File: config.mk
export PLATFORM = sky130hd
export DESIGN_NAME = steer_cond_gen_flat
export DESIGN_NICKNAME = d
export VERILOG_FILES = /design/src/rtl/steer_cond_gen_if.sv /design/src/rtl/steer_cond_gen.sv /design/src/flat_wrapper.sv
export SDC_FILE = /design/constraint.sdc
export NUM_CORES = 1
export LEC_CHECK = 0
export CORE_ASPECT_RATIO = 0.75
export CORE_MARGIN = 1.5
export CORE_UTILIZATION = 30
export CTS_CLUSTER_SIZE = 40
export DETAILED_ROUTE_END_ITERATION = 7
export GPL_TIMING_DRIVEN = 0
export SLEW_MARGIN = 25
export SYNTH_ARGS = -nofsm -noshare
export SYNTH_HDL_FRONTEND = slang
export SYNTH_SLANG_ARGS = --single-unit
File: constraint.sdc
create_clock -name clk -period 3.6 [get_ports clk]
set_input_delay 0.36 -clock clk [delete_from_list [all_inputs] [get_ports clk]]
set_output_delay 0.36 -clock clk [all_outputs]
set_load 0.05 [all_outputs]
File: src/rtl/steer_cond_gen_if.sv
`default_nettype none
// ============================================================================
// Module      : steer_cond_gen_if
// Description : Sample/condition bundle between the load-cell front end, the
//               condition generator and the steering-enable state machine.
//               master : drives samples and the timer clear, observes flags
//                        (front end / steering-enable FSM side)
//               slave  : receives samples and clear, produces flags
//                        (steer_cond_gen)
//   lft_ld, rght_ld : 12-bit unsigned load-cell samples
//   ld_vld          : one-cycle strobe qualifying the samples
//   clr_tmr         : settle-timer clear
//   sum_gt_min, sum_lt_min, diff_gt_1_4, diff_gt_15_16 : condition flags
//   tmr_full        : settle timer at terminal count
//   cond_vld        : one-cycle pulse when the flags update
//   ld_stale        : no sample seen for the watchdog period
// Revision    : 1.0 - initial release
// ============================================================================
interface steer_cond_gen_if;
  logic [11:0] lft_ld;
  logic [11:0] rght_ld;
  logic        ld_vld;
  logic        clr_tmr;
  logic        sum_gt_min;
  logic        sum_lt_min;
  logic        diff_gt_1_4;
  logic        diff_gt_15_16;
  logic        tmr_full;
  logic        cond_vld;
  logic        ld_stale;

  modport master (
    output lft_ld, rght_ld, ld_vld, clr_tmr,
    input  sum_gt_min, sum_lt_min, diff_gt_1_4, diff_gt_15_16,
    input  tmr_full, cond_vld, ld_stale
  );

  modport slave (
    input  lft_ld, rght_ld, ld_vld, clr_tmr,
    output sum_gt_min, sum_lt_min, diff_gt_1_4, diff_gt_15_16,
    output tmr_full, cond_vld, ld_stale
  );
endinterface
`default_nettype wire

File: src/rtl/steer_cond_gen.sv
`default_nettype none
// ============================================================================
// Module      : steer_cond_gen
// Description : Rider condition generator for the steering-enable logic.
//               Captures left/right load-cell samples, derives rider-presence
//               (sum with hysteresis band) and rider-balance (|diff| vs sum
//               fractions) flags through a 3-stage pipeline, runs the settle
//               timer and a sample-stale watchdog that forces a rider-off
//               indication when samples stop arriving.
// Ports       : clk  - system clock (50 MHz)
//               rst  - synchronous active-high reset
//               bus  - steer_cond_gen_if.slave (samples in, flags out)
// Options     : STEER_FAST_SIM_EN - when defined, the settle timer terminal
//               count uses only counter bits [14:0] (32767 cycles) so that
//               simulations stay short.
// Revision    : 1.0 - initial release
// ============================================================================
module steer_cond_gen #(
  parameter logic [11:0] MIN_RIDER_WT = 12'h200,
  parameter logic [11:0] HYST         = 12'h040,
  parameter logic [15:0] STALE_CYC    = 16'd50000
) (
  input  logic               clk,
  input  logic               rst,
  steer_cond_gen_if.slave    bus
);

  // Thresholds are formed in 13 bits so they compare directly with the sum.
  localparam logic [12:0] C_GT_THR     = {1'b0, MIN_RIDER_WT} + {1'b0, HYST};
  localparam logic [12:0] C_LT_THR     = {1'b0, MIN_RIDER_WT} - {1'b0, HYST};
  localparam logic [15:0] C_STALE_LAST = STALE_CYC - 16'd1;

  // --------------------------------------------------------------------------
  // Pipeline registers
  // --------------------------------------------------------------------------
  logic        r_s1_vld;
  logic [11:0] r_s1_lft;
  logic [11:0] r_s1_rght;

  logic        r_s2_vld;
  logic [12:0] r_s2_sum;
  logic [11:0] r_s2_diff;

  logic        r_sum_gt_min;
  logic        r_sum_lt_min;
  logic        r_diff_gt_1_4;
  logic        r_diff_gt_15_16;
  logic        r_cond_vld;

  // Watchdog and timer state
  logic [15:0] r_stale_cnt;
  logic        r_ld_stale;
  logic [25:0] r_tmr;

  // --------------------------------------------------------------------------
  // S2 arithmetic (combinational from S1 registers)
  // --------------------------------------------------------------------------
  logic [12:0] w_sum;
  logic [12:0] w_sdiff;
  logic [12:0] w_sdiff_neg;
  logic [12:0] w_mag;
  logic [11:0] w_diff;
  logic        w_unused_mag_msb;

  assign w_sum       = {1'b0, r_s1_lft} + {1'b0, r_s1_rght};
  assign w_sdiff     = {1'b0, r_s1_lft} - {1'b0, r_s1_rght};
  assign w_sdiff_neg = 13'd0 - w_sdiff;
  // Bit 12 of the signed difference is its sign; the magnitude of a
  // difference of two 12-bit unsigned values always fits in 12 bits.
  assign w_mag            = w_sdiff[12] ? w_sdiff_neg : w_sdiff;
  assign w_diff           = w_mag[11:0];
  assign w_unused_mag_msb = w_mag[12];

  // --------------------------------------------------------------------------
  // S3 comparisons (combinational from S2 registers)
  // --------------------------------------------------------------------------
  logic w_gt_min;
  logic w_lt_min;
  logic w_gt_1_4;
  logic w_gt_15_16;

  assign w_gt_min   = (r_s2_sum > C_GT_THR);
  assign w_lt_min   = (r_s2_sum < C_LT_THR);
  assign w_gt_1_4   = ({1'b0, r_s2_diff} > (r_s2_sum >> 2));
  assign w_gt_15_16 = ({1'b0, r_s2_diff} > (r_s2_sum - (r_s2_sum >> 4)));

  // Watchdog reaches its threshold on a cycle with no sample. The counter
  // then holds at the threshold so this term stays true until a sample
  // arrives, which keeps the forced rider-off values in place.
  logic w_stale_set;
  assign w_stale_set = !bus.ld_vld && (r_stale_cnt == C_STALE_LAST);

  // --------------------------------------------------------------------------
  // S1 / S2 pipeline
  // --------------------------------------------------------------------------
  always_ff @(posedge clk) begin
    if (rst) begin
      r_s1_vld  <= 1'b0;
      r_s1_lft  <= 12'd0;
      r_s1_rght <= 12'd0;
      r_s2_vld  <= 1'b0;
      r_s2_sum  <= 13'd0;
      r_s2_diff <= 12'd0;
    end else begin
      r_s1_vld <= bus.ld_vld;
      if (bus.ld_vld) begin
        r_s1_lft  <= bus.lft_ld;
        r_s1_rght <= bus.rght_ld;
      end
      r_s2_vld <= r_s1_vld;
      if (r_s1_vld) begin
        r_s2_sum  <= w_sum;
        r_s2_diff <= w_diff;
      end
    end
  end

  // --------------------------------------------------------------------------
  // S3 flag registers
  // --------------------------------------------------------------------------
  // A stale condition overrides any update and loads the fail-safe rider-off
  // pattern; the flags then hold it until the next sample reaches S3.
  always_ff @(posedge clk) begin
    if (rst) begin
      r_sum_gt_min    <= 1'b0;
      r_sum_lt_min    <= 1'b1;
      r_diff_gt_1_4   <= 1'b0;
      r_diff_gt_15_16 <= 1'b0;
      r_cond_vld      <= 1'b0;
    end else begin
      r_cond_vld <= r_s2_vld;
      if (w_stale_set) begin
        r_sum_gt_min    <= 1'b0;
        r_sum_lt_min    <= 1'b1;
        r_diff_gt_1_4   <= 1'b0;
        r_diff_gt_15_16 <= 1'b0;
      end else if (r_s2_vld) begin
        r_sum_gt_min    <= w_gt_min;
        r_sum_lt_min    <= w_lt_min;
        r_diff_gt_1_4   <= w_gt_1_4;
        r_diff_gt_15_16 <= w_gt_15_16;
      end
    end
  end

  // --------------------------------------------------------------------------
  // Stale watchdog
  // --------------------------------------------------------------------------
  always_ff @(posedge clk) begin
    if (rst) begin
      r_stale_cnt <= 16'd0;
      r_ld_stale  <= 1'b0;
    end else if (bus.ld_vld) begin
      r_stale_cnt <= 16'd0;
      r_ld_stale  <= 1'b0;
    end else if (w_stale_set) begin
      r_ld_stale  <= 1'b1;
    end else begin
      r_stale_cnt <= r_stale_cnt + 16'd1;
    end
  end

  // --------------------------------------------------------------------------
  // Settle timer
  // --------------------------------------------------------------------------
  logic w_tmr_term;

`ifdef STEER_FAST_SIM_EN
  // Shortened terminal count: only the low 15 bits are observed and the
  // counter stops there, so the upper bits stay at zero.
  assign w_tmr_term = &r_tmr[14:0];
`else
  assign w_tmr_term = &r_tmr;
`endif

  // Clear has priority over both increment and saturation.
  always_ff @(posedge clk) begin
    if (rst) begin
      r_tmr <= 26'd0;
    end else if (bus.clr_tmr) begin
      r_tmr <= 26'd0;
    end else if (!w_tmr_term) begin
      r_tmr <= r_tmr + 26'd1;
    end
  end

  // --------------------------------------------------------------------------
  // Outputs
  // --------------------------------------------------------------------------
  assign bus.sum_gt_min    = r_sum_gt_min;
  assign bus.sum_lt_min    = r_sum_lt_min;
  assign bus.diff_gt_1_4   = r_diff_gt_1_4;
  assign bus.diff_gt_15_16 = r_diff_gt_15_16;
  assign bus.cond_vld      = r_cond_vld;
  assign bus.ld_stale      = r_ld_stale;
  assign bus.tmr_full      = w_tmr_term;

endmodule
`default_nettype wire

File: src/flat_wrapper.sv
// flat-port wrapper written by rule: the top's interface ports become plain ports
module steer_cond_gen_flat 
#(
  parameter logic [11:0] MIN_RIDER_WT = 12'h200,
  parameter logic [11:0] HYST         = 12'h040,
  parameter logic [15:0] STALE_CYC    = 16'd50000
)
  (clk, rst, bus_lft_ld, bus_rght_ld, bus_ld_vld, bus_clr_tmr, bus_sum_gt_min, bus_sum_lt_min, bus_diff_gt_1_4, bus_diff_gt_15_16, bus_tmr_full, bus_cond_vld, bus_ld_stale);
  steer_cond_gen_if bus_i ();
  input  logic clk;
  input  logic rst;
  input wire logic [$bits(bus_i.lft_ld)-1:0] bus_lft_ld;
  input wire logic [$bits(bus_i.rght_ld)-1:0] bus_rght_ld;
  input wire logic [$bits(bus_i.ld_vld)-1:0] bus_ld_vld;
  input wire logic [$bits(bus_i.clr_tmr)-1:0] bus_clr_tmr;
  output wire logic [$bits(bus_i.sum_gt_min)-1:0] bus_sum_gt_min;
  output wire logic [$bits(bus_i.sum_lt_min)-1:0] bus_sum_lt_min;
  output wire logic [$bits(bus_i.diff_gt_1_4)-1:0] bus_diff_gt_1_4;
  output wire logic [$bits(bus_i.diff_gt_15_16)-1:0] bus_diff_gt_15_16;
  output wire logic [$bits(bus_i.tmr_full)-1:0] bus_tmr_full;
  output wire logic [$bits(bus_i.cond_vld)-1:0] bus_cond_vld;
  output wire logic [$bits(bus_i.ld_stale)-1:0] bus_ld_stale;
  assign bus_i.lft_ld = bus_lft_ld;
  assign bus_i.rght_ld = bus_rght_ld;
  assign bus_i.ld_vld = bus_ld_vld;
  assign bus_i.clr_tmr = bus_clr_tmr;
  assign bus_sum_gt_min = bus_i.sum_gt_min;
  assign bus_sum_lt_min = bus_i.sum_lt_min;
  assign bus_diff_gt_1_4 = bus_i.diff_gt_1_4;
  assign bus_diff_gt_15_16 = bus_i.diff_gt_15_16;
  assign bus_tmr_full = bus_i.tmr_full;
  assign bus_cond_vld = bus_i.cond_vld;
  assign bus_ld_stale = bus_i.ld_stale;
  steer_cond_gen #(.MIN_RIDER_WT(MIN_RIDER_WT), .HYST(HYST), .STALE_CYC(STALE_CYC)) u_core (.clk(clk), .rst(rst), .bus(bus_i));
endmodule
## Word-level counts from Yosys, hierarchy flattened

Index checks and enable logic that the tools add are counted.

- Multipliers: 0
- Bitwise operators: 0
- $add $sub $neg: 6
- Equality and inequality tests: 1
- Shifts and indexed selects: 0
- Divide/modulo/power cells: 0
- Reductions and logical operators: 6
- Magnitude comparators: 4
- Mux-type cells: 1

Operators by type and width:

| kind | number |
|---|---|
| 26-bit by 1-bit adder with 26-bit output (second input constant) | 1 |
| 26-bit AND reduction | 1 |
| 16-bit by 1-bit adder with 16-bit output (second input constant) | 1 |
| 16-bit equality test (second input constant) | 1 |
| 12-bit by 12-bit adder with 13-bit output | 1 |
| 12-bit by 13-bit greater-than comparator with 1-bit output | 1 |
| 13-bit by 10-bit greater-than comparator with 1-bit output (second input constant) | 1 |
| 13-bit by 9-bit < comparator with 1-bit output (second input constant) | 1 |
| 12-bit by 12-bit subtractor with 13-bit output | 1 |
| 13-bit by 9-bit subtractor with 13-bit output | 1 |
| 12-bit by 11-bit greater-than comparator with 1-bit output | 1 |
| 12-bit two-way mux | 1 |
| 1-bit by 12-bit subtractor with 12-bit output (first input constant) | 1 |
| 2-bit OR reduction | 3 |
| 1-bit logical AND | 1 |
| 1-bit logical NOT | 1 |

- ROM bits: 0
- Register bits: 99
- Memories: 0
- Memory bits (writable): 0
- Bits of input ports: 28
- Output and inout bits: 7
- Latch bits: 0

## Longest topological paths before layout

Gate-level depths: netlist of the first run.

- Depth after elaboration: 3
- Depth in mapped cells: 18
- Mapped depth without buffers: 18

## Least setup slack after synthesis of the first run

Ideal clock, no wire load.

- Path type: register to register
- Start point: register u_core.r_s2_sum[5]
- End point: register u_core.r_diff_gt_15_16 (netlist: u_core.bus.diff_gt_15_16)
- Slack: 0.306 ns
- Required time: 3.464 ns
- Period minus slack after synthesis: 3.294 ns
- Stages on the path, launching flop included: 18
- Arrival: 3.157 ns
- Cells stage by stage: dfxtp_1 > inv_1 > ha_1 > nor2b_1 > o21ai_0 > a21oi_1 > o21ai_0 > a21oi_1 > o21a_1 > or2_2 > ha_1 > nor2b_1 > o21ai_0 > nand2b_1 > a2111oi_0 > o21ai_0 > a32oi_1 > nor3_1

- Word-level cells in the longest chain between the ends: 2

RTL lines:

| what | line | RTL |
|---|---|---|
| from (decl) | steer_cond_gen.sv:41 | `logic [12:0] r_s2_sum;` |
| from (signal assigned) | steer_cond_gen.sv:112 | `r_s2_sum <= w_sum;` |
| 13-bit by 9-bit subtractor with 13-bit output | steer_cond_gen.sv:85 | `assign w_gt_15_16 = ({1'b0, r_s2_diff} > (r_s2_sum - (r_s2_sum >> 4)));` |
| 12-bit by 13-bit greater-than comparator with 1-bit output | steer_cond_gen.sv:85 |  |
| to (signal assigned) | steer_cond_gen.sv:141 | `r_diff_gt_15_16 <= w_gt_15_16;` |
| to (decl) | steer_cond_gen.sv:47 | `logic r_diff_gt_15_16;` |

Every way passes these cells.
A chain may end at the register's enable or synchronous reset.

## Worst setup path after layout of the first run

Same ends and word-level chain as after synthesis.

==> reports/qor.log, run 1 <==
[cts] Sink Count 98
[layout] area added between synthesis and finish 15.7%
[setup_path] Slowest cell on crit path sky130_fd_sc_hd__dfxtp_4
[yosys] netlist area before placement 6180 µm²
[timing] Worst Hold Margin 0.237 ns
[cts] clock latency reported for the late side of the worst-skew pair 0.35 ns
[cts] clock tree from TritonCTS yes
[setup_path] most frequent cell on the critical path sky130_fd_sc_hd__o21ai_1
[setup_path] Worst Path Class, Setup flop to flop
[setup_path] arrival time reported for the critical path endpoint 3.58 ns
[job] reported max-cap violation count 0
[hold_path] cell count of the worst hold path 2
[setup_path] required time of the critical path 3.81 ns
[timing] final critical path time including I/O delays and setup 3.36 ns
[yosys] number of synthesis warnings 0
[yosys] share of synthesized registers carrying an async set or reset 0
[outcome] result of the run complete, no violations
[setup_path] kind of launch point of the worst setup path flop
[drt] final wirelength 14.3 mm
[cts] buffers from clock root to sink, at most 2
[placement] HPWL reported at the end of detailed placement 11.0 mm
[die] effective utilization at floorplan 0.306
[layout] fraction of final layout cells with drive strength greater than 1 0.0735
[timing] Max Freq 0.297 GHz
[placement] Post-Place Worst Slack -0.372 ns
[setup_path] type of element capturing the critical path flop
[drt] first-pass iteration count of the detailed router 4
[cts] clock-pin slew on the worst setup and hold paths 0.07 ns
[power] leakage component of the power 2.80 nW
[setup_path] crit-path leading delay family compound AO/OA/AOI/OAI gates
[setup_path] largest stage delay on the critical path 0.39 ns
[layout] number of inserted diodes 0
[hold_path] Min-Delay Path Class input port to flop
[timing] final setup margin 0.239 ns
[setup_path] logic depth of the worst setup path including buffers 17
[yosys] Seq/Total Area, Yosys 0.317
[yosys] flop and latch count out of synthesis 98
[layout] total of fill cells in the finished design 2104
[global_routing] gr usage total 0.139
[global_routing] maximum number of pins on one net before global-route repair 18
[die] x dimension of the die 169 µm
[timing] final worst path period share 0.934
[timing] maximum clock skew at final layout 0.0102 ns
[layout] area used by multi-input combinational logic 3870 µm²
[drt] DRC 0
[yosys] synthesized net count 817
[global_routing] overall overflow remaining after global route 0
[setup_path] R2R Setup Slk 0.24 ns
[placement] buffers added on ports 32
[yosys] post-synth cell types 62
[placement] GPL Wtd Cong 0.846
[setup_path] top fanout value on the critical path 4
[yosys] average cell area after synthesis 8.50 µm²
[yosys] gate count after technology mapping 727
[die] die height 127 µm
[setup_path] combined buffer and inverter count along the critical path 1
[global_routing] wire length of the first global-routing pass 24.1 mm
[setup_path] Worst Reg-to-Reg Cells 17
[drt] starting DRC count in detailed routing 299
[die] placeable core region 20200 µm²
[global_routing] number of global-route vias before repair 4758
[yosys] EDFF count, synth 0
[global_routing] initial antenna violation count 0
[die] IO Pins 35
[drt] Via density 4.94
[power] worst vdd rail ir drop 0.254 mV
[cts] TritonCTS Buffers 9
[setup_path] Cell Chain, Critical Path inv_2 -> ha_1 -> nor2b_1 -> o21ai_1 -> a21oi_2 -> o21ai_2 -> a21oi_2 -> o21a_1 -> or2_2 -> ha_1 -> nor2b_1 -> o21ai_1 -> nand2b_1 -> a2111oi_2 -> o21ai_1 -> a32oi_1 -> nor3_1
[cts] Clock Root Buffer sky130_fd_sc_hd__clkbuf_16
[drt] Detail Route Antenna Nets 0
[die] number of rows created at floorplan 45
[power] pwr/cell area 409 nW/µm²
[drt] via count 5103
[layout] Layout Nets 862
[die] floorplan die area 21500 µm²
[drt] final routed wire length divided by cell count 13.8 µm
[timing] slew at the pin closest to its max-slew limit 0.861 ns
[cts] number of levels in the clock H-tree 3
[timing] Max-slew headroom 0.426
[timing] final hold viol count 0
[layout] sequential standard cell area 1970 µm²
[timing] max-slew violation count 0
[cts] # hold bufs at CTS 0
[yosys] Synth Flop Type sky130_fd_sc_hd__dfxtp_1
[timing] RSZ-0062 raised after global routing false
[timing] number of setup violations in the final report 0
sequential cells by signal (all words and copies together), names as in the netlist, 12 cells and up:
name / count
u_core.r_tmr: 26
u_core.r_s1_rght: 12
u_core.r_s2_diff: 12
u_core.r_s1_lft: 12
u_core.r_s2_sum: 12
u_core.r_stale_cnt: 16
report_power, final:
part | total, W | switching [W] | internal [W]
Sequential | 0.00118 | 0.0000513 | 0.00113
Combinational | 0.000824 | 0.000449 | 0.000375
Clock | 0.000922 | 0.000449 | 0.000474
final timing paths:
check,startpoint,end
min,rst,u_core.r_s1_vld$_SDFF_PP0_
min reg2reg,u_core.bus.diff_gt_1_4$_SDFFE_PP0P_,u_core.bus.diff_gt_1_4$_SDFFE_PP0P_
max reg2reg,u_core.r_s2_sum[5]$_SDFFE_PP0P_,u_core.bus.diff_gt_15_16$_SDFFE_PP0P_
max,u_core.r_s2_sum[5]$_SDFFE_PP0P_,u_core.bus.diff_gt_15_16$_SDFFE_PP0P_
worst register-to-register path, stage by stage (launching register included):
cell                        delay [ns]
sky130_fd_sc_hd__dfxtp_4          0.39
sky130_fd_sc_hd__inv_2            0.06
sky130_fd_sc_hd__ha_1             0.26
sky130_fd_sc_hd__nor2b_1          0.12
sky130_fd_sc_hd__o21ai_1          0.21
sky130_fd_sc_hd__a21oi_2          0.10
sky130_fd_sc_hd__o21ai_2          0.19
sky130_fd_sc_hd__a21oi_2          0.09
sky130_fd_sc_hd__o21a_1           0.20
sky130_fd_sc_hd__or2_2            0.30
sky130_fd_sc_hd__ha_1             0.28
sky130_fd_sc_hd__nor2b_1          0.13
sky130_fd_sc_hd__o21ai_1          0.11
sky130_fd_sc_hd__nand2b_1         0.08
sky130_fd_sc_hd__a2111oi_2        0.31
sky130_fd_sc_hd__o21ai_1          0.13
sky130_fd_sc_hd__a32oi_1          0.21
sky130_fd_sc_hd__nor3_1           0.06
what timing repair did:
item	in CTS	in global routing
resized for setup	6	12
endpoints found under the hold margin	0	0
setup endpoints to repair	1	1
pin swaps	0	4
buffers inserted	0	2
cell families (layout without fill, tap and decap cells):
family,Yosys count,in the layout,share of synthesized area
adders and majority gates,62,62,0.129
DFF,98,98,0.317
and+or+nand+nor,258,258,0.206
AOI/OAI and AO/OA,144,144,0.156
xor gates and xnor gates,58,58,0.0822
buffers and inverters,77,126,0.0613
muxes,30,30,0.0486
cells in the final DEF (no fill, tap or decap), types with 10 or more instances in the layout:
cell type	n
sky130_fd_sc_hd__nand4_1	16
sky130_fd_sc_hd__clkdlybuf4s50_1	32
sky130_fd_sc_hd__a21oi_1	29
sky130_fd_sc_hd__clkbuf_1	16
sky130_fd_sc_hd__a211oi_1	17
sky130_fd_sc_hd__or3_1	11
sky130_fd_sc_hd__nor3_1	13
sky130_fd_sc_hd__inv_1	46
sky130_fd_sc_hd__mux2i_1	30
sky130_fd_sc_hd__nor2_1	112
sky130_fd_sc_hd__o21ai_0	26
sky130_fd_sc_hd__xnor2_1	25
sky130_fd_sc_hd__nand2_1	27
sky130_fd_sc_hd__o21a_1	10
sky130_fd_sc_hd__dfxtp_1	97
sky130_fd_sc_hd__nand3_1	20
sky130_fd_sc_hd__ha_1	58
sky130_fd_sc_hd__xor2_1	33
cell usage after synthesis, types with 3 or more instances:
cell type | number | area (µm²)
sky130_fd_sc_hd__a31oi_1 | 6 | 37.5
sky130_fd_sc_hd__nor3b_1 | 3 | 22.5
sky130_fd_sc_hd__a21o_1 | 5 | 37.5
sky130_fd_sc_hd__ha_1 | 59 | 738
sky130_fd_sc_hd__inv_1 | 47 | 176
sky130_fd_sc_hd__nand4_1 | 16 | 100
sky130_fd_sc_hd__o21ai_0 | 32 | 160
sky130_fd_sc_hd__and2_1 | 3 | 18.8
sky130_fd_sc_hd__nand2_1 | 27 | 101
sky130_fd_sc_hd__nor2b_1 | 8 | 50.1
sky130_fd_sc_hd__nand3_1 | 20 | 100
sky130_fd_sc_hd__nand2b_1 | 9 | 56.3
sky130_fd_sc_hd__xor2_1 | 33 | 289
sky130_fd_sc_hd__and3_1 | 8 | 50.1
sky130_fd_sc_hd__o21bai_1 | 3 | 22.5
sky130_fd_sc_hd__clkbuf_8 | 8 | 110
sky130_fd_sc_hd__fa_1 | 3 | 60.1
sky130_fd_sc_hd__a21boi_0 | 3 | 22.5
sky130_fd_sc_hd__clkbuf_1 | 16 | 60.1
sky130_fd_sc_hd__xnor2_1 | 25 | 219
sky130_fd_sc_hd__mux2i_1 | 30 | 300
sky130_fd_sc_hd__or2_2 | 7 | 43.8
sky130_fd_sc_hd__dfxtp_1 | 98 | 1960
sky130_fd_sc_hd__a21oi_1 | 34 | 170
sky130_fd_sc_hd__a311oi_1 | 9 | 78.8
sky130_fd_sc_hd__o311ai_0 | 4 | 35.0
sky130_fd_sc_hd__a41oi_1 | 3 | 26.3
sky130_fd_sc_hd__nor3_1 | 13 | 65.1
sky130_fd_sc_hd__or3_1 | 11 | 68.8
sky130_fd_sc_hd__a211oi_1 | 17 | 128
sky130_fd_sc_hd__and4_1 | 4 | 35.0
sky130_fd_sc_hd__o21a_1 | 10 | 75.1
sky130_fd_sc_hd__nor4_1 | 4 | 25.0
sky130_fd_sc_hd__nor2_1 | 112 | 420
sky130_fd_sc_hd__buf_1 | 3 | 11.3
layer usage:
metal	GRT usage	share of wire	vias up
li1	-	-	2651
met1	0.213	0.56	2375
met2	0.198	0.40	68
met3	0.0285	0.033	9
met4	0.0294	0.0079	0
met5	0	0	-
through the flow:
| step | cells | utilization | TNS (ns) | total power [W] | instance area [µm²] |
|---|---|---|---|---|---|
| finish | 1034 | 0.354 | 0 | 0.00293 | 7150 |
| detailed placement | 1017 | 0.338 | -0.372 | 0.00200 | 6830 |
| floorplan | 727 | - | 0 | 0.00179 | 6180 |
| global route | 1034 | 0.354 | 0 | 0.00310 | 7150 |
| CTS | 1032 | 0.352 | 0 | 0.00294 | 7110 |
| global placement | 1017 | 0.338 | -0.369 | 0.00199 | 6830 |
final cells by class:
cell class                 instances  share of cell area
clock buffer                       9              0.0315
tap                              258              0.0451
timing repair buffer              34              0.0469
sequential                        98               0.275
inverter                          47              0.0247
buffer                            30              0.0283
clock inverter                     6             0.00717
multi-input combinational        552               0.541
Power figures use the tool's default switching activity.
==> inputs of run 2 (changes only) <==
==> constraint.sdc (replaced) <==
create_clock -name clk -period 3.6 [get_ports clk]
set_input_delay 0.36 -clock clk [delete_from_list [all_inputs] [get_ports clk]]
set_output_delay 0.36 -clock clk [all_outputs]
set_load 0.01 [all_outputs]
==> results of run 2 <==
The final DEF is identical to that of run 1. Status: complete, no violations.
Among the figures that moved: total power 0.00293 W -> 0.00292 W
==> inputs of run 3 (changes only) <==
--- a/config.mk
+++ b/config.mk
@@ -11,6 +11,7 @@
 export CTS_CLUSTER_SIZE = 40
 export DETAILED_ROUTE_END_ITERATION = 7
 export GPL_TIMING_DRIVEN = 0
+export PLACE_DENSITY = 0.55
 export SLEW_MARGIN = 25
 export SYNTH_ARGS = -nofsm -noshare
 export SYNTH_HDL_FRONTEND = slang
==> reports/qor.log, run 3 (synthesis gave the netlist of run 1 again) <==
[drt] via count 5064
[layout] area used by multi-input combinational logic 3870 µm²
[power] worst vdd rail ir drop 0.247 mV
[hold_path] cell count of the worst hold path 2
[setup_path] top fanout value on the critical path 4
[power] pwr/cell area 427 nW/µm²
[setup_path] required time of the critical path 3.81 ns
[timing] final worst path period share 0.929
[global_routing] number of global-route vias before repair 4726
[power] leakage component of the power 2.84 nW
[placement] cell area after placement 6830 µm²
[setup_path] type of element capturing the critical path flop
[cts] clock tree from TritonCTS yes
[global_routing] initial antenna violation count 0
[drt] final routed wire length divided by cell count 14.2 µm
[outcome] result of the run complete, no violations
[cts] TritonCTS Buffers 9
[timing] total negative setup slack 0 ns
[setup_path] worst flop-to-flop path endpoint u_core.bus.diff_gt_15_16$_SDFFE_PP0P_
[setup_path] Worst Reg-to-Reg Cells 16
[die] die height 127 µm
[layout] register with the most flip-flops u_core.r_tmr
[global_routing] maximum number of pins on one net before global-route repair 18
[hold_path] min-delay src rst
[layout] total of fill cells in the finished design 2101
[layout] area added between synthesis and finish 16.6%
[global_routing] gr usage total 0.143
[hold_path] end point of the worst hold path u_core.r_s1_vld$_SDFF_PP0_
[layout] commonest non-fill, non-tap cell in the layout sky130_fd_sc_hd__nor2_1
[setup_path] arrival time reported for the critical path endpoint 3.55 ns
[cts] Sink Count 98
[die] x dimension of the die 169 µm
[timing] maximum clock skew at final layout 0.00642 ns
[placement] HPWL reported at the end of detailed placement 11.1 mm
[setup_path] R2R Setup Slk 0.26 ns
[placement] Post-Place Worst Slack -0.336 ns
[timing] max-slew violation count 0
[layout] number of inserted diodes 0
[drt] Detail Route Antenna Nets 0
[layout] post-route standard cell area excluding fillers 7210 µm²
[die] floorplan die area 21500 µm²
[timing] number of setup violations in the final report 0
[timing] Max Freq 0.299 GHz
[die] IO Pins 35
[placement] buffers added on ports 32
[setup_path] Worst Path Class, Setup flop to flop
[placement] number of placed instances with taps included 1017
[layout] largest registers ranked by flip-flop count u_core.r_tmr x26, u_core.r_stale_cnt x16
[setup_path] kind of launch point of the worst setup path flop
[setup_path] worst reg2reg path startpoint u_core.r_s2_diff[0]$_SDFFE_PP0P_
[job] reported max-cap violation count 0
[global_routing] wire length of the first global-routing pass 24.3 mm
[layout] Largest register FFs 26
[layout] Layout Nets 863
[timing] slew at the pin closest to its max-slew limit 0.954 ns
[layout] fraction of final layout cells with drive strength greater than 1 0.0733
[drt] DRC 0
[layout] commonest cells after routing, fill and taps aside 112 x sky130_fd_sc_hd__nor2_1, 96 x sky130_fd_sc_hd__dfxtp_1, 59 x sky130_fd_sc_hd__ha_1
[drt] Via density 4.89
[global_routing] overall overflow remaining after global route 0
[timing] final hold viol count 0
[drt] first-pass iteration count of the detailed router 4
[drt] starting DRC count in detailed routing 231
[layout] sequential standard cell area 1970 µm²
[cts] # hold bufs at CTS 0
[cts] buffers from clock root to sink, at most 2
[hold_path] Min-Delay Path Class input port to flop
[timing] Max-slew headroom 0.364
[drt] final wirelength 14.7 mm
[placement] GPL Wtd Cong 0.830
[cts] Clock Root Buffer sky130_fd_sc_hd__clkbuf_16
[die] number of rows created at floorplan 45
[die] placeable core region 20200 µm²
[cts] number of levels in the clock H-tree 3
[cts] clock-pin slew on the worst setup and hold paths 0.07 ns
[layout] final cell count without fillers 1036
[timing] final critical path time including I/O delays and setup 3.34 ns
[die] effective utilization at floorplan 0.306
[cts] clock latency reported for the late side of the worst-skew pair 0.35 ns
[timing] RSZ-0062 raised after global routing false
[timing] final setup margin 0.256 ns
==> run 3: what timing repair did <==
action / in CTS / in global routing
gates resized for setup: 7 / 10
buffers inserted: 0 / 3
pin swaps: 0 / 5
endpoints found under the setup margin: 1 / 1
==> run 3: area by class of cell <==
| class | count | share of cell area |
|---|---|---|
| clock buffers | 10 | 0.0318 |
| repair buffers | 35 | 0.0476 |
| flip-flops and latches | 98 | 0.273 |
| inverters | 47 | 0.0245 |
| multi-input cells | 552 | 0.537 |
| clock inverters | 6 | 0.0134 |
| plain buffers | 30 | 0.0281 |
| well taps | 258 | 0.0448 |
==> run 3: through the flow <==
stage                     total power, W   util  hold WS [ns]
final                            0.00308  0.357         0.242
after global routing             0.00326  0.357         0.242
after CTS                        0.00309  0.354         0.231
after detailed placement         0.00200  0.338         0.467
after global placement           0.00199  0.338         0.458
after floorplan                  0.00179      -         0.453
==> run 3: worst max-delay path: stages (launching register included) <==
cell                       delay [ns]
sky130_fd_sc_hd__dfxtp_1         0.34
sky130_fd_sc_hd__inv_1           0.09
sky130_fd_sc_hd__ha_1            0.25
sky130_fd_sc_hd__fa_1            0.41
sky130_fd_sc_hd__nand2b_1        0.18
sky130_fd_sc_hd__a21oi_2         0.16
sky130_fd_sc_hd__o21ai_1         0.12
sky130_fd_sc_hd__a21oi_2         0.18
sky130_fd_sc_hd__a21oi_1         0.12
sky130_fd_sc_hd__o21ai_0         0.21
sky130_fd_sc_hd__xnor2_1         0.10
sky130_fd_sc_hd__ha_1            0.34
sky130_fd_sc_hd__nand3_1         0.11
sky130_fd_sc_hd__nor3_1          0.25
sky130_fd_sc_hd__nor2_1          0.09
sky130_fd_sc_hd__a32oi_1         0.21
sky130_fd_sc_hd__nor3_1          0.06
==> run 3: where the power goes <==
part / internal [W] / leakage [nW] / switching (W) / total (W)
logic: 0.000377 / 1.88 / 0.000457 / 0.000834
clock network: 0.000620 / 0.156 / 0.000449 / 0.00107
registers: 0.00113 / 0.801 / 0.0000454 / 0.00117
total: 0.00213 / 2.84 / 0.000952 / 0.00308
==> run 3: worst max path at each step <==
stage                                          start                               endpoint
finish              u_core.r_s2_diff[0]$_SDFFE_PP0P_  u_core.bus.diff_gt_15_16$_SDFFE_PP0P_
global route         u_core.r_s2_sum[5]$_SDFFE_PP0P_  u_core.bus.diff_gt_15_16$_SDFFE_PP0P_
CTS                  u_core.r_s2_sum[5]$_SDFFE_PP0P_  u_core.bus.diff_gt_15_16$_SDFFE_PP0P_
detailed placement   u_core.r_s2_sum[5]$_SDFFE_PP0P_  u_core.bus.diff_gt_15_16$_SDFFE_PP0P_
global placement     u_core.r_s2_sum[5]$_SDFFE_PP0P_  u_core.bus.diff_gt_15_16$_SDFFE_PP0P_
floorplan            u_core.r_s2_sum[5]$_SDFFE_PP0P_  u_core.bus.diff_gt_15_16$_SDFFE_PP0P_
==> run 3: routing by layer <==
| metal | global-route usage | vias up | part of all wire |
|---|---|---|---|
| met5 | 0 | - | 0 |
| met4 | 0.0404 | 0 | 0.011 |
| met3 | 0.0235 | 10 | 0.035 |
| met2 | 0.207 | 63 | 0.41 |
| met1 | 0.215 | 2339 | 0.55 |
| li1 | - | 2652 | - |
